<file path="src/rtl/ps2_frame_receiver_pkg.sv">
// Shared types and constants for the PS/2 receive path and its scancode consumers.
package ps2_pkg;

  typedef enum logic [1:0] {
    IDLE   = 2'd0,
    DATA   = 2'd1,
    PARITY = 2'd2,
    STOP   = 2'd3
  } ps2_state_t;

  localparam int PS2_FRAME_BITS = 11;
  localparam int PS2_DATA_BITS  = 8;

  localparam logic [7:0] SC_CTRL   = 8'h14;
  localparam logic [7:0] SC_SHIFT  = 8'h12;
  localparam logic [7:0] SC_CAPS   = 8'h58;
  localparam logic [7:0] SC_BREAK  = 8'hF0;
  localparam logic [7:0] SC_EXTEND = 8'hE0;

endpackage

</file>
<file path="src/rtl/ps2_frame_receiver_if.sv">
// PS/2 pins plus the byte handshake toward the scancode handler.
interface ps2_frame_receiver_if;
  import ps2_pkg::*;

  logic                     ps2_clk;
  logic                     ps2_data;
  logic                     nextdata_n;
  logic [PS2_DATA_BITS-1:0] data;
  logic                     ready;
  logic                     overflow;
  logic                     parity_err;
  logic                     frame_err;

  // master: the side driving the pins and consuming bytes
  modport master (
    output ps2_clk, ps2_data, nextdata_n,
    input  data, ready, overflow, parity_err, frame_err
  );

  modport slave (
    input  ps2_clk, ps2_data, nextdata_n,
    output data, ready, overflow, parity_err, frame_err
  );
endinterface

</file>
<file path="src/rtl/ps2_frame_receiver_sync_edge.sv">
// Pin synchronisers; data is delayed by the same two flops as the clock so the
// bit presented with fall is the one that was on the line at the falling edge.
module ps2_sync_edge (
  input  logic clk,
  input  logic clr,
  input  logic ps2_clk,
  input  logic ps2_data,
  output logic fall,
  output logic bit_val
);
  logic [2:0] clk_sr;
  logic [1:0] dat_sr;

  always_ff @(posedge clk or posedge clr) begin
    if (clr) begin
      clk_sr <= 3'b111;
      dat_sr <= 2'b11;
    end else begin
      clk_sr <= {clk_sr[1:0], ps2_clk};
      dat_sr <= {dat_sr[0], ps2_data};
    end
  end

  // clk_sr[2] is the older sample
  assign fall    = clk_sr[2] & ~clk_sr[1];
  assign bit_val = dat_sr[1];
endmodule

</file>
<file path="src/rtl/ps2_frame_receiver.sv">
// PS/2 device-to-host frame receiver with show-ahead byte FIFO.
//   state  | meaning
//   IDLE   | waiting for a start bit (0) on a ps2_clk fall
//   DATA   | shifting in 8 data bits, LSB first
//   PARITY | capturing the odd-parity bit
//   STOP   | checking stop/parity, pushing the byte or flagging an error
module ps2_frame_receiver
  import ps2_pkg::*;
#(
  parameter int FIFO_DEPTH     = 8,
  parameter int TIMEOUT_CYCLES = 10000
) (
  input logic                 clk,
  input logic                 clr,
  ps2_frame_receiver_if.slave bus
);
  localparam int AW = $clog2(FIFO_DEPTH);
  localparam int TW = $clog2(TIMEOUT_CYCLES + 1);

  localparam logic [1:0] ST_IDLE   = IDLE;
  localparam logic [1:0] ST_DATA   = DATA;
  localparam logic [1:0] ST_PARITY = PARITY;
  localparam logic [1:0] ST_STOP   = STOP;

  logic                     fall;
  logic                     bit_val;
  logic [1:0]               state;
  logic [2:0]               bit_cnt;
  logic [PS2_DATA_BITS-1:0] shreg;
  logic                     par_bit;
  logic [TW-1:0]            tcnt;
  logic                     perr_q;
  logic                     ferr_q;
  logic                     push_req;

  ps2_sync_edge u_sync (
    .clk      (clk),
    .clr      (clr),
    .ps2_clk  (bus.ps2_clk),
    .ps2_data (bus.ps2_data),
    .fall     (fall),
    .bit_val  (bit_val)
  );

  always_ff @(posedge clk or posedge clr) begin
    if (clr) begin
      state   <= ST_IDLE;
      bit_cnt <= '0;
      shreg   <= '0;
      par_bit <= 1'b0;
      tcnt    <= '0;
      perr_q  <= 1'b0;
      ferr_q  <= 1'b0;
    end else begin
      perr_q <= 1'b0;
      ferr_q <= 1'b0;
      if (fall) begin
        tcnt <= '0;
        case (state)
          ST_IDLE: begin
            if (!bit_val) begin
              state   <= ST_DATA;
              bit_cnt <= '0;
            end
          end
          ST_DATA: begin
            shreg   <= {bit_val, shreg[PS2_DATA_BITS-1:1]};
            bit_cnt <= bit_cnt + 3'd1;
            if (bit_cnt == 3'(PS2_DATA_BITS - 1)) state <= ST_PARITY;
          end
          ST_PARITY: begin
            par_bit <= bit_val;
            state   <= ST_STOP;
          end
          ST_STOP: begin
            state <= ST_IDLE;
            if (!bit_val)                 ferr_q <= 1'b1;
            else if (!(^shreg ^ par_bit)) perr_q <= 1'b1;
          end
          default: state <= ST_IDLE;
        endcase
      end else if (state == ST_IDLE) begin
        tcnt <= '0;
      end else if (tcnt == TW'(TIMEOUT_CYCLES - 1)) begin
        // counter would reach TIMEOUT_CYCLES this cycle: abandon the frame
        state  <= ST_IDLE;
        ferr_q <= 1'b1;
        tcnt   <= '0;
      end else begin
        tcnt <= tcnt + TW'(1);
      end
    end
  end

  assign push_req = fall && (state == ST_STOP) && bit_val && (^shreg ^ par_bit);

  logic [PS2_DATA_BITS-1:0] mem [FIFO_DEPTH];
  logic [AW-1:0]            wr_ptr;
  logic [AW-1:0]            rd_ptr;
  logic [AW-1:0]            rd_next;
  logic [AW:0]              count;
  logic [PS2_DATA_BITS-1:0] data_q;
  logic                     ovf_q;
  logic                     pop;
  logic                     full;
  logic                     do_push;

  assign pop     = !bus.nextdata_n && (count != '0);
  assign full    = (count == (AW+1)'(FIFO_DEPTH));
  assign do_push = push_req && (!full || pop);
  assign rd_next = rd_ptr + AW'(1);

  always_ff @(posedge clk) begin
    if (do_push) mem[wr_ptr] <= shreg;
  end

  always_ff @(posedge clk or posedge clr) begin
    if (clr) begin
      wr_ptr <= '0;
      rd_ptr <= '0;
      count  <= '0;
      data_q <= '0;
      ovf_q  <= 1'b0;
    end else begin
      if (do_push) wr_ptr <= wr_ptr + AW'(1);
      if (pop)     rd_ptr <= rd_next;
      case ({do_push, pop})
        2'b10:   count <= count + (AW+1)'(1);
        2'b01:   count <= count - (AW+1)'(1);
        default: count <= count;
      endcase
      // registered head so data keeps the last entry once the FIFO drains
      if (pop) begin
        if (count > (AW+1)'(1)) data_q <= mem[rd_next];
        else if (do_push)       data_q <= shreg;
      end else if (do_push && (count == '0)) begin
        data_q <= shreg;
      end
      if (pop)                   ovf_q <= 1'b0;
      else if (push_req && full) ovf_q <= 1'b1;
    end
  end

  assign bus.data       = data_q;
  assign bus.ready      = (count != '0);
  assign bus.overflow   = ovf_q;
  assign bus.parity_err = perr_q;
  assign bus.frame_err  = ferr_q;
endmodule
</file>
<file path="src/flat_wrapper.sv">
// flat-port wrapper written by rule: the top's interface ports become plain ports
module ps2_frame_receiver_flat import ps2_pkg::*;
#(
  parameter int FIFO_DEPTH     = 8,
  parameter int TIMEOUT_CYCLES = 10000
)
  (clk, clr, bus_ps2_clk, bus_ps2_data, bus_nextdata_n, bus_data, bus_ready, bus_overflow, bus_parity_err, bus_frame_err);
  ps2_frame_receiver_if bus_i ();
  input logic clk;
  input logic clr;
  input wire logic [$bits(bus_i.ps2_clk)-1:0] bus_ps2_clk;
  input wire logic [$bits(bus_i.ps2_data)-1:0] bus_ps2_data;
  input wire logic [$bits(bus_i.nextdata_n)-1:0] bus_nextdata_n;
  output wire logic [$bits(bus_i.data)-1:0] bus_data;
  output wire logic [$bits(bus_i.ready)-1:0] bus_ready;
  output wire logic [$bits(bus_i.overflow)-1:0] bus_overflow;
  output wire logic [$bits(bus_i.parity_err)-1:0] bus_parity_err;
  output wire logic [$bits(bus_i.frame_err)-1:0] bus_frame_err;
  assign bus_i.ps2_clk = bus_ps2_clk;
  assign bus_i.ps2_data = bus_ps2_data;
  assign bus_i.nextdata_n = bus_nextdata_n;
  assign bus_data = bus_i.data;
  assign bus_ready = bus_i.ready;
  assign bus_overflow = bus_i.overflow;
  assign bus_parity_err = bus_i.parity_err;
  assign bus_frame_err = bus_i.frame_err;
  ps2_frame_receiver #(.FIFO_DEPTH(FIFO_DEPTH), .TIMEOUT_CYCLES(TIMEOUT_CYCLES)) u_core (.clk(clk), .clr(clr), .bus(bus_i));
endmodule
</file>
<file path="config.mk">
export PLATFORM = sky130hd
export DESIGN_NAME = ps2_frame_receiver_flat
export DESIGN_NICKNAME = d
export VERILOG_FILES = /design/src/rtl/ps2_frame_receiver_pkg.sv /design/src/rtl/ps2_frame_receiver_if.sv /design/src/rtl/ps2_frame_receiver_sync_edge.sv /design/src/rtl/ps2_frame_receiver.sv /design/src/flat_wrapper.sv
export SDC_FILE = /design/constraint.sdc
export NUM_CORES = 1
export LEC_CHECK = 0
export ABC_AREA = 1
export BUFFER_PORTS_ARGS = -buffer_cell sky130_fd_sc_hd__buf_2
export CAP_MARGIN = 25
export CORE_MARGIN = 2
export CORE_UTILIZATION = 35
export CTS_CLUSTER_DIAMETER = 50
export DETAILED_ROUTE_END_ITERATION = 7
export SLEW_MARGIN = 20
export SYNTH_ARGS = -nofsm -noshare
export SYNTH_HDL_FRONTEND = slang
export SYNTH_HIERARCHICAL = 1
export SYNTH_SLANG_ARGS = --single-unit
</file>
<file path="constraint.sdc">
create_clock -name clk -period 1.9 [get_ports clk]
set_input_delay 0.19 -clock clk [delete_from_list [all_inputs] [get_ports clk]]
set_output_delay 0.19 -clock clk [all_outputs]
set_load 0.005 [all_outputs]
</file>
==> metrics list <==
* FMAX: 491 MHz
- Vias in the first global route: 3999
- In this run the clock root is driven by a clkbuf_16.
- Mapped Nets: 530
- CP dominant cell by count: nand2_1
* FF-to-FF End: u_core/mem[6][5]
* Post-detailed-placement half-perimeter wirelength: 7910 um
- Aggregate global-route resource usage: 0.157
* Slew Limit Headroom: 0.659
- Net count reported at finish: 612
- Maximum number of pins on one net before global-route repair: 34
* Ranking of synthesized cells by area: edfxtp_1 36%, dfrtp_1 23%, nand2_1 6.3%
* Status: finished with violations
- No sink is reached through more buffers than the 2 on the longest clock path.
- For the pin with the worst max-slew slack, the measured transition is 0.511 ns.
* Number of DRC markers after the initial detailed-route iteration: 323
- Fin. max-slew vios: 0
* Post-Synthesis Cell Area: 5270 sq um
- DRC violation count after routing: 0
- Clk sinks: 118
- Final Hold Vio Count: 0
- In this run the critical register-to-register path is launched from u_core/shreg[2].
- The total area inside the core boundary comes to 14600 sq um.
* Data required time at the worst endpoint: 1.98 ns
- Relative to the synthesized area, the layout overhead comes to 30.5%.
* Startpoint type of the worst setup path: flop
- DR vias: 3984
- Worst setup path category: flop to flop
- Minimum clock period: 2.04 ns
- Power Dens Cells: 1490 nW/um^2
* Final GP Congestion: 0.819
- The count of nets left with antenna violations once routing finished came out at 0.
- Number of setup violations in the final report: 64
* Delay contributed by the slowest stage of the critical path: 0.43 ns
- The number of buffers and inverters on the critical path is 1.
* Maximum fanout along the worst path: 8
- For this run, the number of Yosys warnings is 6.
- Number of non-filler instances in the completed layout: 791
- Final period utilization: 1.07
- The analysis attributes to cell leakage a power of 2.88 nW.
* Sequential share of the synthesized area: 0.622
- Of the total power, combinational logic draws 0.374.
- Clock Latency Late Sink: 0.41 ns
- The average instance in the mapped netlist occupies 10.3 sq um.
- Switching power: 3.56 mW
- The H-tree was split into 4 levels.
- Overflow after GRT: 0
- The slowest stage of the critical path is the dfrtp_2 cell.
- Max-cap violations: 0
- The initial utilization of the core area, before any placement, comes to 0.360.
* Int Pwr: 6.67 mW
- Fraction of power consumed by sequential logic: 0.315
- In the final layout, the share of cells above drive strength 1 is 0.265.
- Number of cells after detailed placement: 737
- Number of input and output port buffers inserted: 16
* Critical path cell sequence: inv_2 > nand2_1 > nand3_2 > nand2_2 > nand2_2 > nand2_1 > nand2_1 > nand2_1 > nor2_2 > nand2_2 > or2_4 > nor2_4
- The first detailed-routing pass took 5 iterations.
* Reg-to-reg setup timing slack: -0.14 ns
- Dividing the detail-routed wire length by the instance count gives 15.4 um.
* Final Cell Area: 6880 sq um
* Overall power after layout: 10.2 mW
- Of the total power, the share spent switching nets is 0.348.
- Data on the critical path arrives at its endpoint at 2.12 ns.
* Hold WC Path Type: input pin to flop
* Worst hold stages: 4
- Row generation in the floorplan step produced 44 rows.
- N_diodes: 0
- Distinct cells, synth: 35
* Hold path endpoint: u_core/rd_ptr[0]
- Synthesized instance count: 512
- Area of the die: 16100 sq um
* DRT Wirelength: 12200 um
* Worst supply voltage drop on vdd: 0.000735 V
- Worst Reg-to-Reg Cells: 12
- Critical hold path startpoint: bus_nextdata_n
- First-pass GRT wire length: 19600 um
- Grouping stages by cell kind, the critical path spends the most delay in simple AND/OR/NAND/NOR gates.
- In the post-route analysis, the smallest setup slack over all paths is -0.138 ns.
* CTS tree: yes
- Cell taking the most area after synthesis: edfxtp_1
* Violations in the final reports: setup timing
* Number of antenna violations at the first check in global routing: 0
* Clock share of power: 0.311
- Measured along the y axis, the die boundary spans 127 um.
- Using the TritonRoute via totals, the vias-per-cell ratio works out to 5.04.
- The share of synthesized area in the top cell type comes to 0.365.
- Final worst clock skew: 0.00706 ns
- Clock Pin Slew Worst Setup and Hold Paths: 0.06 ns
- X dimension of the die: 127 um
* Post-synthesis sequential element count: 118
- TritonCTS Buffers: 17
* Capturing element type of the critical path: flop
- For this design the top-level I/O count stands at 17.
- Setup repair after global routing could not meet its margin everywhere.
- Placement-stage cell area: 5950 sq um
- Hold is met by 0.205 ns.
* Fillers: 1323
==> stage by stage <==
step | util | setup WS (ns) | TNS (ns)
after floorplan | - | -0.0395 | -1.77
after global placement | 0.406 | -0.0845 | -3.03
after detailed placement | 0.406 | -0.183 | -7.71
after CTS | 0.457 | -0.160 | -6.18
after global routing | 0.470 | -0.257 | -13.97
final | 0.470 | -0.138 | -6.16
==> placed cells by master, fill, tap and decap left out, drive strengths merged <==
| cell | n |
|---|---|
| ha | 13 |
| nor3 | 7 |
| inv | 48 |
| o21a | 2 |
| a31oi | 2 |
| clkinvlp | 5 |
| and3 | 1 |
| bufinv | 3 |
| a21boi | 1 |
| xor2 | 6 |
| clkbuf | 20 |
| edfxtp | 64 |
| o211ai | 1 |
| dfrtp | 49 |
| nor2 | 77 |
| buf | 71 |
| nand2 | 93 |
| a21oi | 17 |
| clkinv | 5 |
| o21bai | 16 |
| xnor2 | 1 |
| o221ai | 16 |
| dlygate4sd3 | 3 |
| o21ai | 45 |
| or2 | 2 |
| a211oi | 1 |
| dfstp | 5 |
| nand3 | 32 |
| nand4 | 1 |
==> flip-flops by register name (all words and copies together), names as in the netlist <==
| register | flops |
|---|---|
| u_core/bus.frame_err | 1 |
| u_core/bus.parity_err | 1 |
| u_core/tcnt | 14 |
| u_core/bus.overflow | 1 |
| u_core/bit_cnt | 3 |
| u_core/u_sync/clk_sr | 3 |
| u_core/state | 2 |
| u_core/rd_ptr | 3 |
| u_core/wr_ptr | 3 |
| u_core/count | 4 |
| u_core/shreg | 8 |
| u_core/u_sync/dat_sr | 2 |
| u_core/par_bit | 1 |
| u_core/mem | 64 |
| u_core/bus.data | 8 |
==> synthesized netlist by cell type <==
cell       n
a21oi_1   16
or2_4      1
a21oi_4    1
nand3_2    1
o21bai_1  16
nor2_1    71
o21ai_0   43
dfrtp_1   49
o21a_1     2
buf_2      1
a211oi_1   1
xor2_1     6
inv_2      6
dfstp_2    5
o211ai_1   1
nor3_1     7
o221ai_1  16
buf_1      3
nor2_2     6
a21boi_0   1
xnor2_1    1
buf_4      2
inv_1     42
clkbuf_1   7
o21ai_1    2
or2_1      1
nand2_1   88
nand2_2    2
nand3_1   31
nand2_4    2
a31oi_1    2
edfxtp_1  64
ha_1      13
nand4_1    1
and3_1     1
==> power groups by stage <==
stage	clock network, mW	registers (mW)	logic, mW
4_1_cts	3.23	3.21	3.53
6_report	3.18	3.22	3.82
2_1_floorplan	0	3.29	2.13
3_3_place_gp	0	3.24	3.34
5_1_grt	3.35	3.26	4.22
3_5_place_dp	0	3.25	3.41
==> tightest hold or removal path, stage by stage <==
cell and delay, ns:
buf_2 0.09, inv_1 0.07, nand2_4 0.14, xor2_1 0.08
==> layout make-up <==
type | count | area (sq um) | share of cell area
Tap cell | 184 | 230 | 0.0335
Clock inverter | 13 | 158 | 0.0229
Clock buffer | 19 | 433 | 0.0630
Inverter | 48 | 183 | 0.0266
Timing Repair Buffer | 75 | 677 | 0.0984
Sequential cell | 118 | 3290 | 0.478
Multi-Input combinational cell | 334 | 1910 | 0.278
==> per-layer routing <==
metal,share of wire,wire (um),track usage
met1,0.46,5600,0.203
met2,0.48,5810,0.251
met3,0.050,610,0.0443
met4,0.016,194,0.0601
met5,0,0,0
==> worst max path at each step <==
stage               cells after the start            start               end  slack [ns]
floorplan                              13  u_core/shreg[2]  u_core/mem[1][0]       -0.04
global placement                       12  u_core/shreg[1]  u_core/mem[4][2]       -0.08
detailed placement                     12  u_core/shreg[4]  u_core/mem[6][6]       -0.18
CTS                                    12  u_core/shreg[2]  u_core/mem[6][5]       -0.16
global route                           12  u_core/shreg[3]  u_core/mem[6][0]       -0.26
finish                                 12  u_core/shreg[2]  u_core/mem[6][5]       -0.14
==> logic make-up after synthesis <==
logic type | synth area share
AND/OR/NAND/NOR | 0.170
flip-flops | 0.622
AO/OA/AOI/OAI | 0.120
buffers and inverters | 0.0451
adder cells (fa/ha/maj) | 0.0309
XOR/XNOR | 0.0116
==> what timing repair did <==
action | CTS | global route
endpoints found under the setup margin | 64 | 79
hold buffers | 3 | 0
buffers inserted | 10 | 7
endpoints found under the hold margin | 28 | 0
pin swaps | 6 | 8
gates cloned | 0 | 2
resized for setup | 6 | 31
(Power assumes the default switching activity.)
